**src/rtl/core_pkg.sv**
```systemverilog
// rtl/core_pkg.sv - shared fetch types and default FIFO depth
// Purpose: fetch entry record and the default instruction queue depth.
// Contents: CORE_XLEN (instruction/PC width), FIFO_DEPTH (default entries),
//           fetch_entry_t {instr, pc}.
package core_pkg;

    localparam int CORE_XLEN  = 32;
    localparam int FIFO_DEPTH = 8;

    typedef struct packed {
        logic [CORE_XLEN-1:0] instr;
        logic [CORE_XLEN-1:0] pc;
    } fetch_entry_t;

endpackage

```
**src/rtl/instr_fifo_ram.sv**
```systemverilog
// rtl/instr_fifo_ram.sv - DEPTH x fetch_entry_t register array, 2W/2R
// Purpose: storage for the instruction queue; data is never reset.
// Ports:
//   clk                       rising-edge clock
//   wr_en0/wr_addr0/wr_data0  write port 0
//   wr_en1/wr_addr1/wr_data1  write port 1 (wins if both hit one address)
//   rd_addr0/rd_data0         asynchronous read port 0
//   rd_addr1/rd_data1         asynchronous read port 1
module instr_fifo_ram
    import core_pkg::*;
#(
    parameter int DEPTH = FIFO_DEPTH,
    parameter int AW    = $clog2(DEPTH)
) (
    input  logic              clk,
    input  logic              wr_en0,
    input  logic [AW-1:0]     wr_addr0,
    input  fetch_entry_t      wr_data0,
    input  logic              wr_en1,
    input  logic [AW-1:0]     wr_addr1,
    input  fetch_entry_t      wr_data1,
    input  logic [AW-1:0]     rd_addr0,
    output fetch_entry_t      rd_data0,
    input  logic [AW-1:0]     rd_addr1,
    output fetch_entry_t      rd_data1
);

    fetch_entry_t mem_q [DEPTH];

    always_ff @(posedge clk) begin
        if (wr_en0) mem_q[wr_addr0] <= wr_data0;
        if (wr_en1) mem_q[wr_addr1] <= wr_data1;
    end

    assign rd_data0 = mem_q[rd_addr0];
    assign rd_data1 = mem_q[rd_addr1];

endmodule

```
**src/rtl/instr_fetch_fifo.sv**
```systemverilog
// rtl/instr_fetch_fifo.sv - dual-issue show-ahead instruction queue
// Purpose: takes up to two {instr, pc} pairs per cycle from fetch and presents
//          the two oldest entries to decode; flushed on taken jump, held on stall.
// Optional: FIFO_PERF_CNT_EN adds perf_full_cycles / perf_flush_count outputs.
// Ports:
//   clk, rst (async, active-high)      clock and reset
//   flush, stall                       discard all / hold read side
//   wr_valid1/2, wr_instr1/2, wr_pc1/2 fetch slots (slot 1 is older)
//   rd_valid1/2, rd_instr1/2, rd_pc1/2 decode slots (slot 1 is oldest)
//   fifo_full, fifo_empty, count       occupancy status
// XLEN must equal core_pkg::CORE_XLEN since entries use fetch_entry_t.
module instr_fetch_fifo
    import core_pkg::*;
#(
    parameter int DEPTH = FIFO_DEPTH,
    parameter int XLEN  = CORE_XLEN
) (
    input  logic                     clk,
    input  logic                     rst,
    input  logic                     flush,
    input  logic                     stall,
    input  logic                     wr_valid1,
    input  logic [XLEN-1:0]          wr_instr1,
    input  logic [XLEN-1:0]          wr_pc1,
    input  logic                     wr_valid2,
    input  logic [XLEN-1:0]          wr_instr2,
    input  logic [XLEN-1:0]          wr_pc2,
    output logic                     rd_valid1,
    output logic [XLEN-1:0]          rd_instr1,
    output logic [XLEN-1:0]          rd_pc1,
    output logic                     rd_valid2,
    output logic [XLEN-1:0]          rd_instr2,
    output logic [XLEN-1:0]          rd_pc2,
    output logic                     fifo_full,
    output logic                     fifo_empty,
    output logic [$clog2(DEPTH):0]   count
`ifdef FIFO_PERF_CNT_EN
    ,
    output logic [31:0]              perf_full_cycles,
    output logic [31:0]              perf_flush_count
`endif
);

    localparam int PW = $clog2(DEPTH);
    localparam int CW = PW + 1;

    logic [PW-1:0] wr_ptr_q, wr_ptr_d;
    logic [PW-1:0] rd_ptr_q, rd_ptr_d;
    logic [CW-1:0] count_q, count_d;
    logic [1:0]    push_n, pop_n;

    fetch_entry_t  wdata0, wdata1, rdata0, rdata1;

    // Flags depend on registered count only, so fetch never sees a
    // combinational path from its own write request to fifo_full.
    assign rd_valid1  = (count_q != '0);
    assign rd_valid2  = (count_q >= CW'(2));
    assign fifo_full  = (count_q >= CW'(DEPTH - 1));
    assign fifo_empty = (count_q == '0);
    assign count      = count_q;

    // Decode consumes every valid slot it is shown.
    assign pop_n  = (!stall && !flush)
                  ? ({1'b0, rd_valid1} + {1'b0, rd_valid2}) : 2'd0;
    assign push_n = (!fifo_full && !flush)
                  ? ({1'b0, wr_valid1} + {1'b0, wr_valid2}) : 2'd0;

    // Compaction: the first valid fetch slot always lands at wr_ptr.
    assign wdata0 = wr_valid1 ? '{instr: wr_instr1, pc: wr_pc1}
                              : '{instr: wr_instr2, pc: wr_pc2};
    assign wdata1 = '{instr: wr_instr2, pc: wr_pc2};

    instr_fifo_ram #(
        .DEPTH (DEPTH),
        .AW    (PW)
    ) u_ram (
        .clk      (clk),
        .wr_en0   (push_n != 2'd0),
        .wr_addr0 (wr_ptr_q),
        .wr_data0 (wdata0),
        .wr_en1   (push_n == 2'd2),
        .wr_addr1 (wr_ptr_q + PW'(1)),
        .wr_data1 (wdata1),
        .rd_addr0 (rd_ptr_q),
        .rd_data0 (rdata0),
        .rd_addr1 (rd_ptr_q + PW'(1)),
        .rd_data1 (rdata1)
    );

    assign rd_instr1 = rd_valid1 ? rdata0.instr : '0;
    assign rd_pc1    = rd_valid1 ? rdata0.pc    : '0;
    assign rd_instr2 = rd_valid2 ? rdata1.instr : '0;
    assign rd_pc2    = rd_valid2 ? rdata1.pc    : '0;

    always_comb begin
        wr_ptr_d = wr_ptr_q + PW'(push_n);
        rd_ptr_d = rd_ptr_q + PW'(pop_n);
        count_d  = count_q + CW'(push_n) - CW'(pop_n);
        if (flush) begin
            wr_ptr_d = '0;
            rd_ptr_d = '0;
            count_d  = '0;
        end
    end

    always_ff @(posedge clk or posedge rst) begin
        if (rst) begin
            wr_ptr_q <= '0;
            rd_ptr_q <= '0;
            count_q  <= '0;
        end else begin
            wr_ptr_q <= wr_ptr_d;
            rd_ptr_q <= rd_ptr_d;
            count_q  <= count_d;
        end
    end

`ifdef FIFO_PERF_CNT_EN
    logic [31:0] perf_full_q, perf_flush_q;

    // Saturating; only rst clears them so they survive pipeline flushes.
    always_ff @(posedge clk or posedge rst) begin
        if (rst) begin
            perf_full_q  <= '0;
            perf_flush_q <= '0;
        end else begin
            if (fifo_full && (perf_full_q != 32'hFFFF_FFFF))
                perf_full_q <= perf_full_q + 32'd1;
            if (flush && (perf_flush_q != 32'hFFFF_FFFF))
                perf_flush_q <= perf_flush_q + 32'd1;
        end
    end

    assign perf_full_cycles = perf_full_q;
    assign perf_flush_count = perf_flush_q;
`endif

endmodule

```
**config.mk**
```make
export PLATFORM = sky130hd
export DESIGN_NAME = instr_fetch_fifo
export DESIGN_NICKNAME = d
export VERILOG_FILES = /design/src/rtl/core_pkg.sv /design/src/rtl/instr_fifo_ram.sv /design/src/rtl/instr_fetch_fifo.sv
export SDC_FILE = /design/constraint.sdc
export NUM_CORES = 1
export LEC_CHECK = 0
export CORE_MARGIN = 10
export CORE_UTILIZATION = 55
export DETAILED_ROUTE_END_ITERATION = 8
export GPL_TIMING_DRIVEN = 0
export PLACE_DENSITY = 0.86
export SETUP_SLACK_MARGIN = 0.2
export SKIP_CTS_REPAIR_TIMING = 1
export SLEW_MARGIN = 20
export SYNTH_ARGS = -nofsm -noshare
export SYNTH_HDL_FRONTEND = slang
export SYNTH_SLANG_ARGS = --single-unit
```
**constraint.sdc**
```tcl
create_clock -name clk -period 9.35 [get_ports clk]
set_input_delay 2.3375 -clock clk [delete_from_list [all_inputs] [get_ports clk]]
set_output_delay 2.3375 -clock clk [all_outputs]
set_load 0.1 [all_outputs]
```
# Word level (Yosys, flattened, before mapping)
# Memory sizes are Yosys's and may differ from the RTL's.
# Cells that the tools add are included.
# totals
ff_bits,10
latch_bits,0
mem_bits_rw,512
romBits,0
inputBits,134
out_inout_bits,136
wordCells,37
mem_count,1
# classes
add_sub_neg,8
multipliers,0
n_div,0
n_lt_le_gt_ge,2
eq_ne,1
shift,0
n_mux,14
bitwise_logic,0
n_reduce_logical,8
# memory_table
memory,words,width,rd,rd_clocked_by_memory_dff,wr,line,source
u_ram.mem_q,8,64,2,0,2,instr_fifo_ram.sv:28,fetch_entry_t mem_q [DEPTH];
# ops
operator,n
$mux 32,4
$mux 64,1
$add 3x1->3 const B,2
$add 3x2->3,2
$mux 3,2
$add 1x1->2,2
$add 4x2->4,1
$ge 4x2->1 const B,1
$ge 4x3->1 const B,1
$logic_not 4->1,1
$mux 1,4
$mux 2,2
$mux 4,1
$reduce_bool 4->1,1
$sub 4x2->4,1
$logic_not 1->1,3
$eq 2x2->1 const B,1
$logic_and 1x1->1,2
$reduce_bool 2->1,1

# Longest topological paths before layout
# depth
word_depth,7
mapped_depth,13
ltp_nobuf,13

# Hierarchy
# From an unflattened synthesis, not the netlist that was laid out.
# unflattened
hier_cells,1845
area_unflattened_um2,31721.7
# by_module_without_submodules
module,instances,cells_each,area_each_um2,seq_area_each_um2
instr_fifo_ram,1,1557,29309.4,15374.7
instr_fetch_fifo,1,288,2412.3,250.2

# Worst setup path after synthesis
# No wires, ideal clock.
# synth_timing
path_type,input to register
startpoint,input wr_valid1
endpoint,"memory u_ram.mem_q[0][0] (netlist bit), enable pin"
setup_time_ps,661
arrival_ps,9443
required_ps,8689
slack_ps,-754
cell_stages,4
n_path_buf,1
cell_sequence,ha_1 -> clkbuf_1 -> o21ai_0 -> o41ai_1
# synth_lines
element,line,source
start: declaration,instr_fetch_fifo.sv:22,"input logic wr_valid1,"
end: declaration,instr_fifo_ram.sv:28,

# Worst setup path in the final report
# layout_timing
startpoint,"register count_q[3], in the netlist count[3]"
endpoint,output rd_pc2[3]
# layout_via
elab_chain_cells,2
# layout_rtl
element,line,source
start: declaration,instr_fetch_fifo.sv:49,"logic [CW-1:0] count_q, count_d;"
start signal: assignment,instr_fetch_fifo.sv:114,count_q <= count_d;
$ge 4x2->1,instr_fetch_fifo.sv:57,assign rd_valid2 = (count_q >= CW'(2));
$mux 32,instr_fetch_fifo.sv:93,assign rd_pc2 = rd_valid2 ? rdata1.pc : '0;
end: declaration,instr_fetch_fifo.sv:33,"output logic [XLEN-1:0] rd_pc2,"
# Every way passes these cells.

==> reports/qor.json <==
{
  "run_status": "complete, no violations",
  "slowest_stage": "clkdlybuf4s50_1",
  "synth_seq_cells": 522,
  "critical_path_peak_fanout": 10,
  "cts_max_level": 2,
  "crit_family": "buffers and inverters",
  "grt_pass1_wl_mm": 143,
  "power.net_switching_mw": 5.87,
  "post_synth_fa_ha_maj_area_fraction": 0.00732,
  "drc": 0,
  "drt_pre_antenna_iters": 5,
  "netlist-cell-type-count": 37,
  "synth_warn": 0,
  "worst-path-buf-inv": 4,
  "critical_path.startpoint": "count[3]",
  "number_of_core_rows": 87,
  "worst_hold_startpoint": "rd_ptr_q[0]",
  "worst_setup_path_start_kind": "flip-flop",
  "first_iter_violations": 2794,
  "crit_path_end_kind": "output pin",
  "synth.yosys.seq_area_share": 0.497,
  "placed_cells": 2861,
  "tritoncts": "yes",
  "core_area_um2": 56500,
  "cts_num_sinks": 522,
  "gr-usage-all-layers": 0.289,
  "tritoncts.num_buffers": 53,
  "portBuffers": 269,
  "post_synth_inst_count": 1785,
  "antenna_violating_nets_post_route": 0,
  "post_synth_arst_share": 0.0192,
  "finalMaxSlewViolations": 0,
  "vias": 20331,
  "post_synth.cell_area_avg_um2": 17.6,
  "crit_path_cell_trace": "inv_1 -> ha_1 -> nand2b_1 -> and2_1 -> buf_1 -> clkbuf_1 -> a22o_1 -> clkdlybuf4s50_1",
  "synth_area_in_compound_gates": 0.0210,
  "static-leakage-power_nw": 12.9,
  "power.density_nw_per_um2": 314,
  "wl_mm": 99.0,
  "setup_viol_count_final": 0,
  "synth_mux_area_frac": 0.428,
  "layout.cells.non_filler": 2962,
  "layout.nets": 2310,
  "timing.slew.headroom": 0.206,
  "die_x_um": 259,
  "post_synthesis_share_of_cell_area_spent_on_and_or_nand_and_nor_gates": 0.0141,
  "worst_skew_pair.late_latency_ns": 0.61,
  "place_hpwl_mm": 67.1,
  "max_cap_viol_count": 0,
  "grt_setup_unrepaired": "no",
  "power_frac_comb": 0.595,
  "post-layout-total-power_mw": 11.8,
  "path_clk_slew_ns": 0.07,
  "drive_above_1_share": 0.478,
  "pin_count": 270,
  "die_area_um2": 67100,
  "synth_xor_xnor_area_share": 0.00167,
  "clockBufferDepth": 3,
  "worstMarginPinSlew_ns": 1.19,
  "reg2reg_from": "count[3]",
  "internal_power_mw": 5.94,
  "fmax_mhz": 142,
  "period_needed_ns": 7.05,
  "clock-skew-final_ns": 0.0266,
  "vias_per_cell": 6.86,
  "layout_common_cells": "edfxtp_1 (512), mux2_2 (411), clkdlybuf4s50_1 (268), mux4_2 (256), mux2_4 (147)",
  "sw_frac_of_total": 0.497,
  "die_h_um": 259,
  "grt_remaining_overflow": 0,
  "clock_power_share": 0.171,
  "cts.root.buffer_cell": "clkbuf_16",
  "hold_slack_ns": 0.694,
  "gp_congestion": 0.861,
  "cp_data_required_time_ns": 7.01,
  "grt_pass1_vias": 21351,
  "layout_commonest_cell": "edfxtp_1",
  "critPathMaxStageDelay_ns": 1.19,
  "synth_top_family_by_area": "multiplexers",
  "ir_drop_v": 0.000349,
  "critical_path_class": "reg -> out",
  "worst_ep_arrival_time_ns": 4.71,
  "synth_edf_count": 512,
  "post-route-period-util": 0.754,
  "syn_nets": 1935,
  "flow.area_growth_from_synthesis_pct": 19.6,
  "sequentialPowerShare": 0.234,
  "initial_core_util": 0.557,
  "synth_area_um2": 31400,
  "synth_ff_type": "edfxtp_1",
  "antenna_found_initial": 4,
  "worst_hold_path_type": "reg -> reg",
  "wl_per_cell_um": 33.4,
  "final-hold-violation-count": 0,
  "grt_max_degree": 18,
  "fillers": 3713
}
==> cell type report <==
type / count / area, µm² / area share
antenna: 3 / 7.51 / 0.000200
buffer: 152 / 931 / 0.0248
clock buffer: 74 / 1460 / 0.0387
clock inverter: 24 / 141 / 0.00376
inverter: 14 / 52.6 / 0.00140
multi-input combinational: 1097 / 15000 / 0.398
sequential: 522 / 15600 / 0.415
tap: 756 / 946 / 0.0252
timing repair buffer: 320 / 3500 / 0.0930
==> Yosys cell counts, types with 6 or more instances <==
cell type  number  area (µm²)
edfxtp_1      512       15400
mux2_2        411        4630
mux4_2        256        5770
mux2_4        147        2210
nor2_1         70         263
buf_2          65         325
a22o_1         64         561
mux2i_1        64         641
buf_6          30         338
clkbuf_1       26        97.6
mux2_1         19         214
buf_1          16        60.1
buf_4          14         105
inv_1          14        52.6
ha_1           12         150
dfrtp_1        10         250
nand4_1         8        50.1
nor2b_1         6        37.5
==> state kept, by name, indices dropped and copies added (netlist names) <==
signal / count
rd_ptr_q: 3
u_ram.mem_q: 512
count: 4
wr_ptr_q: 3
==> power by group through the flow <==
stage | Sequential [mW] | Clock (mW) | Combinational [mW]
final | 2.77 | 2.02 | 7.04
after global routing | 2.77 | 2.10 | 7.22
after CTS | 2.76 | 2.02 | 7.02
after detailed placement | 2.81 | 0 | 6.99
after global placement | 2.84 | 0 | 6.89
after floorplan | 2.85 | 0 | 5.10
==> cells by family after synthesis <==
logic type,count (synthesis)
fa+ha+maj,16
buf+inv,166
simple gates,100
compound gates,78
mux,897
flops,522
xor+xnor,6
==> per-layer routing <==
layer | share of wire | track usage | routed length, µm
met3 | 0.12 | 0.0787 | 11600
met2 | 0.49 | 0.477 | 48500
met4 | 0.043 | 0.117 | 4300
met1 | 0.35 | 0.356 | 34600
met5 | 0.00015 | 0 | 15
==> worst min-delay path: cells and delay by family, from the launching register on <==
kind	cells	cell delay, ns
adders and majority gates	1	0.15
and+or+nand+nor	1	0.12
DFF	1	0.38
==> final timing paths <==
kind | slack [ns] | end | cells after the start
max in group asynchronous | 6.85 | rd_ptr_q[0] | 2
hold / removal | 0.69 | rd_ptr_q[0] | 2
setup / recovery | 2.30 | rd_pc2[3] | 8
hold reg to reg | 0.69 | rd_ptr_q[0] | 2
setup reg to reg | 5.92 | u_ram.mem_q[4][38] | 10
min in group asynchronous | 2.21 | count[3] | 2
==> per-stage QoR <==
stage / TNS (ns) / cell area (µm²) / setup slack, ns / util
floorplan: 0 / 31500 / 1.02 / -
global placement: -2483.07 / 35100 / -5.75 / 0.621
detailed placement: 0 / 36000 / 3.06 / 0.637
CTS: 0 / 37600 / 2.35 / 0.666
global route: 0 / 37600 / 2.15 / 0.666
finish: 0 / 37600 / 2.30 / 0.666
Note: power is estimated with default switching activity, not from simulation.
